`src/rtl/pdm_tx_pkg.sv`:
```
// rtl/pdm_tx_pkg.sv - shared sonar constants and types for the PDM transmitter
package pdm_tx_pkg;

    localparam int BUS_WIDTH  = 16;
    localparam int INT_W      = 20;
    localparam int FIFO_DEPTH = 4;

    // Full-scale feedback levels fed back into both integrators
    localparam logic signed [15:0] FB_POS = 16'sh7FFF;
    localparam logic signed [15:0] FB_NEG = 16'sh8000;

    typedef enum logic {
        IDLE = 1'b0,
        RUN  = 1'b1
    } state_e;

endpackage

```
`src/rtl/pdm_tx_fifo.sv`:
```
// rtl/pdm_tx_fifo.sv - synchronous sample FIFO with push/pop/flush
module pdm_tx_fifo #(
    parameter int WIDTH = 16,
    parameter int DEPTH = 4
) (
    input  logic             clk,
    input  logic             rst_n,
    input  logic             push_i,
    input  logic             pop_i,
    input  logic             flush_i,
    input  logic [WIDTH-1:0] data_i,
    output logic [WIDTH-1:0] data_o,
    output logic             full_o,
    output logic             empty_o
);

    localparam int AW = $clog2(DEPTH);

    logic [WIDTH-1:0] mem_q [DEPTH];
    logic [WIDTH-1:0] mem_d [DEPTH];
    logic [AW-1:0]    wr_ptr_q, wr_ptr_d;
    logic [AW-1:0]    rd_ptr_q, rd_ptr_d;
    logic [AW:0]      count_q, count_d;
    logic             do_push, do_pop;

    assign full_o  = (count_q == (AW+1)'(DEPTH));
    assign empty_o = (count_q == '0);
    assign data_o  = mem_q[rd_ptr_q];

    always_comb begin
        mem_d    = mem_q;
        wr_ptr_d = wr_ptr_q;
        rd_ptr_d = rd_ptr_q;
        count_d  = count_q;
        do_push  = push_i && !full_o;
        do_pop   = pop_i && !empty_o;
        // A flush empties the queue but still accepts a same-cycle push
        if (flush_i) begin
            rd_ptr_d = '0;
            wr_ptr_d = '0;
            count_d  = '0;
            if (do_push) begin
                mem_d[0] = data_i;
                wr_ptr_d = AW'(1);
                count_d  = (AW+1)'(1);
            end
        end else begin
            if (do_push) begin
                mem_d[wr_ptr_q] = data_i;
                wr_ptr_d        = wr_ptr_q + AW'(1);
            end
            if (do_pop) begin
                rd_ptr_d = rd_ptr_q + AW'(1);
            end
            count_d = count_q + {{AW{1'b0}}, do_push} - {{AW{1'b0}}, do_pop};
        end
    end

    always_ff @(posedge clk or negedge rst_n) begin
        if (!rst_n) begin
            for (int i = 0; i < DEPTH; i++) mem_q[i] <= '0;
            wr_ptr_q <= '0;
            rd_ptr_q <= '0;
            count_q  <= '0;
        end else begin
            mem_q    <= mem_d;
            wr_ptr_q <= wr_ptr_d;
            rd_ptr_q <= rd_ptr_d;
            count_q  <= count_d;
        end
    end

endmodule

```
`src/rtl/pdm_tx.sv`:
```
// rtl/pdm_tx.sv - PCM to PDM transmitter with second-order sigma-delta modulator
module pdm_tx
    import pdm_tx_pkg::*;
#(
    parameter int BUS_WIDTH  = pdm_tx_pkg::BUS_WIDTH,
    parameter int FIFO_DEPTH = pdm_tx_pkg::FIFO_DEPTH,
    parameter int INT_W      = pdm_tx_pkg::INT_W
) (
    input  logic                 clk,
    input  logic                 rst_n,
    input  logic                 en_i,
    input  logic [7:0]           clk_div_i,
    input  logic [7:0]           osr_i,
    input  logic [BUS_WIDTH-1:0] pcm_i,
    input  logic                 pcm_valid_i,
    output logic                 pcm_ready_o,
    output logic                 pdm_clk_o,
    output logic                 pdm_o,
    output logic                 busy_o,
    output logic                 underrun_o,
    input  logic                 clr_underrun_i
);

    localparam int SW = INT_W + 2;

    state_e                      state_q, state_d;
    logic [7:0]                  div_q, div_d, osr_q, osr_d;
    logic [7:0]                  cnt_q, cnt_d, bit_cnt_q, bit_cnt_d;
    logic signed [BUS_WIDTH-1:0] x_q, x_d;
    logic signed [INT_W-1:0]     i1_q, i1_d, i2_q, i2_d, i1_new, i2_new;
    logic                        pdm_clk_q, pdm_clk_d, pdm_q, pdm_d;
    logic                        underrun_q, underrun_d, ur_set;
    logic                        fifo_pop, fifo_flush, fifo_full, fifo_empty;
    logic [BUS_WIDTH-1:0]        fifo_dout;
    logic signed [SW-1:0]        fb_w, sum1, sum2;

    function automatic logic signed [INT_W-1:0] sat(input logic signed [SW-1:0] v);
        logic signed [SW-1:0] hi, lo;
        hi = $signed({3'b000, {(INT_W-1){1'b1}}});
        lo = $signed({3'b111, {(INT_W-1){1'b0}}});
        if (v > hi)      return hi[INT_W-1:0];
        else if (v < lo) return lo[INT_W-1:0];
        else             return v[INT_W-1:0];
    endfunction

    pdm_tx_fifo #(.WIDTH(BUS_WIDTH), .DEPTH(FIFO_DEPTH)) u_fifo (
        .clk     (clk),
        .rst_n   (rst_n),
        .push_i  (pcm_valid_i && pcm_ready_o),
        .pop_i   (fifo_pop),
        .flush_i (fifo_flush),
        .data_i  (pcm_i),
        .data_o  (fifo_dout),
        .full_o  (fifo_full),
        .empty_o (fifo_empty)
    );

    assign pcm_ready_o = !fifo_full;
    assign pdm_clk_o   = pdm_clk_q;
    assign pdm_o       = pdm_q;
    assign busy_o      = (state_q == RUN);
    assign underrun_o  = underrun_q;

    // Wide sums hold the worst case before clamping, so nothing wraps
    always_comb begin
        fb_w   = pdm_q ? SW'(FB_POS) : SW'(FB_NEG);
        sum1   = SW'(i1_q) + SW'(x_q) - fb_w;
        i1_new = sat(sum1);
        sum2   = SW'(i2_q) + SW'(i1_new) - fb_w;
        i2_new = sat(sum2);
    end

    always_comb begin
        state_d    = state_q;
        div_d      = div_q;
        osr_d      = osr_q;
        cnt_d      = cnt_q;
        bit_cnt_d  = bit_cnt_q;
        x_d        = x_q;
        i1_d       = i1_q;
        i2_d       = i2_q;
        pdm_clk_d  = pdm_clk_q;
        pdm_d      = pdm_q;
        fifo_pop   = 1'b0;
        fifo_flush = 1'b0;
        ur_set     = 1'b0;
        case (state_q)
            IDLE: begin
                if (en_i && !fifo_empty) begin
                    state_d   = RUN;
                    div_d     = clk_div_i;
                    osr_d     = (osr_i == 8'd0) ? 8'd1 : osr_i;
                    fifo_pop  = 1'b1;
                    x_d       = $signed(fifo_dout);
                    cnt_d     = '0;
                    bit_cnt_d = '0;
                    pdm_clk_d = 1'b0;
                end
            end
            RUN: begin
                if (!en_i) begin
                    state_d    = IDLE;
                    pdm_clk_d  = 1'b0;
                    pdm_d      = 1'b0;
                    i1_d       = '0;
                    i2_d       = '0;
                    fifo_flush = 1'b1;
                end else if (cnt_q == div_q) begin
                    cnt_d     = '0;
                    pdm_clk_d = ~pdm_clk_q;
                    // Falling edge of the bit clock is the modulator strobe
                    if (pdm_clk_q) begin
                        i1_d  = i1_new;
                        i2_d  = i2_new;
                        pdm_d = ~i2_new[INT_W-1];
                        if (bit_cnt_q == osr_q - 8'd1) begin
                            bit_cnt_d = '0;
                            if (!fifo_empty) begin
                                fifo_pop = 1'b1;
                                x_d      = $signed(fifo_dout);
                            end else begin
                                x_d    = '0;
                                ur_set = 1'b1;
                            end
                        end else begin
                            bit_cnt_d = bit_cnt_q + 8'd1;
                        end
                    end
                end else begin
                    cnt_d = cnt_q + 8'd1;
                end
            end
            default: state_d = IDLE;
        endcase
        underrun_d = ur_set | (underrun_q & ~clr_underrun_i);
    end

    always_ff @(posedge clk or negedge rst_n) begin
        if (!rst_n) begin
            state_q    <= IDLE;
            div_q      <= '0;
            osr_q      <= 8'd1;
            cnt_q      <= '0;
            bit_cnt_q  <= '0;
            x_q        <= '0;
            i1_q       <= '0;
            i2_q       <= '0;
            pdm_clk_q  <= 1'b0;
            pdm_q      <= 1'b0;
            underrun_q <= 1'b0;
        end else begin
            state_q    <= state_d;
            div_q      <= div_d;
            osr_q      <= osr_d;
            cnt_q      <= cnt_d;
            bit_cnt_q  <= bit_cnt_d;
            x_q        <= x_d;
            i1_q       <= i1_d;
            i2_q       <= i2_d;
            pdm_clk_q  <= pdm_clk_d;
            pdm_q      <= pdm_d;
            underrun_q <= underrun_d;
        end
    end

endmodule
```
`config.mk`:
```
export PLATFORM = sky130hd
export DESIGN_NAME = pdm_tx
export DESIGN_NICKNAME = d
export VERILOG_FILES = /design/src/rtl/pdm_tx_pkg.sv /design/src/rtl/pdm_tx_fifo.sv /design/src/rtl/pdm_tx.sv
export SDC_FILE = /design/constraint.sdc
export NUM_CORES = 1
export LEC_CHECK = 0
export BUFFER_PORTS_ARGS = -buffer_cell sky130_fd_sc_hd__buf_4
export CAP_MARGIN = 15
export CORE_MARGIN = 5
export CORE_UTILIZATION = 50
export DETAILED_ROUTE_END_ITERATION = 7
export PLACE_DENSITY = 0.73
export SYNTH_ARGS = -nofsm -noshare
export SYNTH_HDL_FRONTEND = slang
export SYNTH_SLANG_ARGS = --single-unit
```
`constraint.sdc`:
```
create_clock -name clk -period 9.4 [get_ports clk]
set_clock_uncertainty 0.05 [all_clocks]
set_input_delay 0 -clock clk [delete_from_list [all_inputs] [get_ports clk]]
set_output_delay 0 -clock clk [all_outputs]
set_load 0.02 [all_outputs]
```
# Word-level counts from Yosys, hierarchy flattened
# Index checks and enable logic that the tools add are counted.
[totals]
register_bits = 163
input_bits = 37
out_inout_bits = 5
[classes]
add_sub_neg = 11
order_cmp = 7
n_eq_ne = 11
mux = 68
bitwise_logic = 9
reduce_logical = 18
[op_table]
columns = ["operator", "n"]
rows = [
  ["20-bit two-way mux", 10],
  ["16-bit two-way mux", 11],
  ["64-bit bitwise mux", 1],
  ["64-bit two-way mux", 1],
  ["8-bit two-way mux", 8],
  ["22-bit by 20-bit greater-than comparator with 1-bit output, second input constant", 2],
  ["22-bit by 20-bit less-than comparator with 1-bit output, second input constant", 2],
  ["21-bit by 22-bit subtractor with 22-bit output", 2],
  ["16-bit binary-select mux with 2-bit select", 1],
  ["16-bit demux with 2-bit select", 1],
  ["16-bit case mux with 2 select lines", 1],
  ["8-bit case mux with 2 select lines", 2],
  ["1-bit two-way mux", 23],
  ["22-bit two-way mux", 1],
  ["20-bit by 16-bit adder with 21-bit output", 1],
  ["20-bit by 20-bit adder with 21-bit output", 1],
  ["8-bit by 1-bit adder with 8-bit output, second input constant", 2],
  ["8-bit equality test", 2],
  ["2-bit by 1-bit inequality test with 1-bit output, second input constant", 5],
  ["8-bit logical NOT", 1],
  ["2-bit two-way mux", 4],
  ["2-bit AND reduction", 4],
  ["8-bit by 1-bit subtractor with 8-bit output, second input constant", 1],
  ["3-bit greater-or-equal comparator, second input constant", 2],
  ["other kinds (20)", 35],
]

# Logic depth before layout (Yosys ltp)
[logic_depth]
ltp_word = 14
ltp_mapped = 31
mapped_depth_nobuf = 28

# Cells and area by module
# Synthesis repeated with hierarchy kept, for this count alone.
[hier_totals]
hier_cells = 1001
area_unflattened_um2 = 10765.3
[by_module_without_submodules]
columns = ["mod", "n_inst", "cells_each", "area_each_um2", "seq_area_each_um2"]
rows = [
  ["pdm_tx", 1, 795, 7365.8, 2303.5],
  ["pdm_tx_fifo", 1, 206, 3399.5, 1776.7],
]

# Least setup slack after synthesis
# No wires, ideal clock.
[synth_timing]
path_kind = "reg-to-reg"
startpoint = "register pdm_q, in the netlist pdm_o"
endpoint = "register i2_q[18]"
setup_time_ps = 131
t_arrival_ps = 7797
required_time_ps = 9219
path_slack_ps = 1422
path_stages_with_launch = 28
synth_period_minus_slack_ps = 7978
path_cell_list = "dfrtp_1 inv_1 fa_1 inv_1 fa_1 nor2b_1 o31a_1 o31ai_1 a21oi_1 o21ai_2 xnor2_1 a21o_1 buf_2 buf_2 a21oi_1 fa_1 inv_1 ha_1 a21o_1 a21o_1 a221oi_1 o31ai_1 a21oi_1 nor2_1 and2_1 clkbuf_1 o41ai_1 nand2_1"
[synth_via]
elab_chain_cells = 13
word_cells_on_any_way = 15
cone_classes = "add/sub: 3; order compare: 4; mux: 8"
[synth_rtl]
columns = ["item", "line_no", "source"]
rows = [
  ["start, declared", "pdm_tx.sv:31", "logic pdm_clk_q, pdm_clk_d, pdm_q, pdm_d;"],
  ["start signal, assigned", "pdm_tx.sv:161", "pdm_q <= pdm_d;"],
  ["22-bit two-way mux (*)", "pdm_tx.sv:66", "fb_w = pdm_q ? SW'(FB_POS) : SW'(FB_NEG);"],
  ["21-bit by 22-bit subtractor with 22-bit output", "pdm_tx.sv:67", "sum1 = SW'(i1_q) + SW'(x_q) - fb_w;"],
  ["22-bit by 20-bit less-than comparator with 1-bit output", "pdm_tx.sv:42", "else if (v < lo) return lo[INT_W-1:0];"],
  ["20-bit two-way mux", "pdm_tx.sv:42", ""],
  ["20-bit two-way mux", "pdm_tx.sv:41", "if (v > hi) return hi[INT_W-1:0];"],
  ["20-bit by 20-bit adder with 21-bit output", "pdm_tx.sv:69", "sum2 = SW'(i2_q) + SW'(i1_new) - fb_w;"],
  ["21-bit by 22-bit subtractor with 22-bit output (*)", "pdm_tx.sv:69", ""],
  ["22-bit by 20-bit less-than comparator with 1-bit output", "pdm_tx.sv:42", ""],
  ["20-bit two-way mux", "pdm_tx.sv:42", ""],
  ["20-bit two-way mux (*)", "pdm_tx.sv:41", ""],
  ["20-bit two-way mux (*)", "pdm_tx.sv:112", "if (pdm_clk_q) begin"],
  ["20-bit two-way mux (*)", "pdm_tx.sv:108", "end else if (cnt_q == div_q) begin"],
  ["20-bit two-way mux (*)", "pdm_tx.sv:101", "if (!en_i) begin"],
  ["end signal, assigned", "pdm_tx.sv:159", "i2_q <= i2_d;"],
  ["end, declared", "pdm_tx.sv:30", "logic signed [INT_W-1:0] i1_q, i1_d, i2_q, i2_d, i1_new, i2_new;"],
]
# Mark *: on every way between the ends. The rest lies on a longest branch, timed or not. The select of a mux whose other input is x is not followed.
# A chain may end at the register's enable or synchronous reset.

# Final worst setup path
# Ends and elaborated chain as after synthesis.

==> results.md <==
- The run finished with clean final reports.
- The portion of the clock cycle consumed by the worst path in the final layout is 84.8%.
- For this run the aggregate overflow at the end of global routing stands at 0.
- Setup violations remaining at the end of the flow were counted as 0.
- The number of global-route vias before repair is 7,995.
- The pre-antenna-repair detailed-routing pass consisted of 5 iterations.
- Counting every net in the synthesized netlist gives 1,188.
- The clock insertion delay at the later pin of the skew report is 0.43 ns.
- Setup repair after global routing left no endpoint under its margin.
- The flip-flop and latch count after synthesis is 163.
- After floorplanning, the core was divided into 53 placement rows.
- Of the post-synthesis cell area, the dominant cell type holds 38.1%.
- The layout overhead on the synthesized area is 14.7%.
- The cell that appears most often on the critical path is a21oi_1.
- The largest net degree at the start of global routing is 63.
- The die covers 24,300 um2.
- In the layout the commonest cells are 161 x dfrtp_1, 134 x inv_1, 108 x nand2_1.
- The classification of the worst setup path is reg -> reg.
- The number of enable flip-flop cells after synthesis is 0.
- Sequential cells were found to cover 38.3% of the synthesized design area.
- Derived from the worst setup path, the maximum achievable clock frequency is 125 MHz.
- The vias after detailed routing is 7,819.
- The number of antenna violations at the first check in global routing is 0.
- After synthesis, the largest family of logic cells by area is compound AO/OA/AOI/OAI gates.
- The total routing usage reported by global routing is 20.0%.
- The setup slack at placement is 1.50 ns.
- The sum of negative setup slack is 0 ns.
- For this run, the slowest stage of the critical path takes 0.85 ns.
- The layout has 1,707 filler cells.
- Of the post-synthesis cell area, the part taken by muxes is 11.9%.
- In this run the worst path has a maximum fanout of 22.
- The per-cell via count in the routed design is 5.53.
- The root buffer selected by CTS is clkbuf_16.
- The Yosys step of the flow raised 0 warnings.
- Summing the areas of all compound-gate instances in the mapped netlist gives 14.3% of the synthesized area.
- The repair_antennas step left the layout with diodes totalling 0.
- In the post-synthesis netlist, the biggest area contributors are dfrtp_1 38%, mux2_2 8.5%, fa_1 7.7%, ha_1 6.2%, inv_1 4.7%.
- The least setup slack across all paths after layout is 1.43 ns.
- The number of buffers inserted by port buffering is 41.
- The post-DP HPWL is 16,100 um.
- The synthesized-area fraction occupied by xor and xnor cells is 4.36%.
- The die outline height is 156 um.
- The post-route antenna net violation count is 0.
- After detailed placement, the total cell area comes to 11,200 um2.
- In the final layout, the share of cells above drive strength 1 is 16.2%.
- The minimum clock period is 7.97 ns.
- After Yosys synthesis, and, or, nand and nor cells account for 10.9% of the synthesized area.
- The average instance area after synthesis is 10.1 um2.
- In this run the critical register-to-register path is launched from pdm_o.
- Data on the critical path is required at its endpoint by 9.65 ns.
- The post-synthesis share of cell area spent on full adders, half adders and majority gates is 13.9%.
- The clock drives 163 sinks.
- The clock transition at the register clock pins on the worst setup and hold paths after CTS is 0.07 ns.
- The summed area of non-filler cells in the final layout is 12,200 um2.
- The data arrival time of the critical path is 8.22 ns.
- The share of flip-flops with an asynchronous set or reset is 100%.
- The total area of multi-input combinational cells is 5900 um2.
- The count of pins on the block boundary is 42.
- The number of max-slew violations in the final report is 0.
- In the final layout, flip-flops and latches occupy 4080 um2.
- The number of hold violations in the final report is 0.
- At the end of routability-driven placement, the weighted congestion stood at 0.928.
- The H-tree was split into 4 levels.
- TritonCTS built the clock tree.
- The quantity of gates resized following cts is 0.
- The worst setup path is captured at a register.
- The first global-routing pass estimated 39,700 um of wire.
- Counting every instance in the synthesized netlist gives 1,057.
- The class of the most critical hold timing path is in -> async.
- For this run, the post-layout net count is 1,257.
- The largest individual stage delay along the critical path comes from the cell dfrtp_2.
- The signal on the critical path passes through inv_1 -> fa_1 -> ha_1 -> a211oi_1 -> o21ai_0 -> or3b_1 -> nand3_1 -> nand3b_1 -> a31oi_1 -> o21a_1 -> a21oi_1 -> fa_1 -> inv_1 -> ha_1 -> a211oi_1 -> o21bai_1 -> a21oi_1 -> o31ai_1 -> a21oi_1 -> nor2_1 -> and2_1 -> o41ai_1 -> nand2_1.
- The number of clock buffers added by TritonCTS is 17.
- The average routed wire per standard cell is 16.2 um.
- The worst setup path is launched from a register.
- The synthesized cell area is 10,600 um2.
- In this run the worst setup path begins at pdm_o.
- The floorplan step defined a core boundary enclosing 21,000 um2.
- The leading cell type in the layout, fill and taps excluded is dfrtp_1.
- The actual transition at the worst max-transition pin is 0.868 ns.
- The headroom to the max-slew limit is 42.0%.
- The die is 156 um wide.
- The final layout contains routed wiring with a total length of 22,900 um.
- The number of buffers inserted by hold repair at cts is 36.
- The register-to-register setup slack is 1.43 ns.
- The prevailing post-synth register cell is dfrtp_1.
- The worst-case clock buffer depth is 2.
- The remaining design rule violation count is 0.
- The initial standard-cell utilization of the core is 50.6%.
- Buffers added to address setup during post-CTS repair amount to 0.
- The cell type with the highest aggregate area in the netlist is dfrtp_1.
- The count of max-cap constraint violations is 0.
- The count of cell types in the netlist is 62.
- The initial detailed-routing violation count is 366.
==> per-stage QoR <==
step           hold slack (ns)  util [%]  instances
4_1_cts                 0.0751      58.0       1413
6_report                0.0589      58.1       1414
3_5_place_dp           -0.0417      53.2       1345
3_3_place_gp           -0.0484      53.2       1345
2_1_floorplan           -0.346         -       1057
5_1_grt                  0.114      58.1       1414
==> metal layers <==
metal	part of all wire, %	GRT usage (%)
met3	3.8	3.00
met5	0	0
met2	49	33.5
met4	1.4	5.25
met1	46	27.3
==> cell type report <==
class | instances | share of cell area [%]
Clock buffer | 17 | 3.48
Clock inverter | 15 | 1.70
Inverter | 134 | 4.12
Multi-Input combinational cell | 725 | 48.3
Sequential cell | 163 | 33.4
Tap cell | 275 | 2.82
Timing Repair Buffer | 85 | 6.16
==> worst paths after layout <==
check / endpoint / cells after the start
max: i2_q[18] / 23
min: i2_q[3] / 2
max reg2reg: i2_q[18] / 23
min reg2reg: i2_q[8] / 2
max in group asynchronous: cnt_q[2] / 4
min in group clk: underrun_o / 3
==> cell usage after synthesis (3+ instances only) <==
library cell	instances
a211oi_1	9
a21o_1	21
a21oi_1	61
a221o_1	27
a31oi_1	4
and2_1	4
and3_1	8
and4_1	4
buf_2	6
buf_6	3
clkbuf_1	24
dfrtp_1	162
fa_1	41
ha_1	53
inv_1	134
mux2_2	80
mux4_2	16
nand2_1	108
nand2b_1	15
nand3_1	21
nand3b_1	3
nand4_1	6
nor2_1	37
nor2b_1	11
nor3_1	11
nor4_1	4
o211ai_1	6
o21a_1	6
o21ai_0	74
o21bai_1	4
o22ai_1	3
o31ai_1	4
xnor2_1	27
xor2_1	26
==> logic make-up (layout without fill, tap and decap cells) <==
| family | count (synthesis) | after routing |
|---|---|---|
| AND/OR/NAND/NOR | 244 | 244 |
| AO/OA/AOI/OAI | 237 | 237 |
| buffers and inverters | 169 | 251 |
| flip-flops | 163 | 163 |
| multiplexers | 97 | 97 |
| adder cells (fa/ha/maj) | 94 | 94 |
| XOR/XNOR | 53 | 53 |
==> registers in the layout (all words and copies together), names as in the netlist, 2 cells and up <==
| signal | count |
|---|---|
| osr_q | 8 |
| bit_cnt_q | 8 |
| i1_q | 20 |
| div_q | 8 |
| u_fifo.wr_ptr_q | 2 |
| i2_q | 20 |
| u_fifo.count_q | 3 |
| u_fifo.rd_ptr_q | 2 |
| u_fifo.mem_q | 64 |
| x_q | 16 |
| cnt_q | 8 |
==> critical path, delay by kind of cell, from the launching register on <==
family          cells  cell delay [ns]
fa+ha+maj           4             1.78
compound gates     11             3.37
buf+inv             2             0.51
simple gates        6             1.27
flops               1             0.85
Power is left out: the tool's default activity adds up to more than one toggle a clock period on the data nets, which glitch-free logic cannot reach.
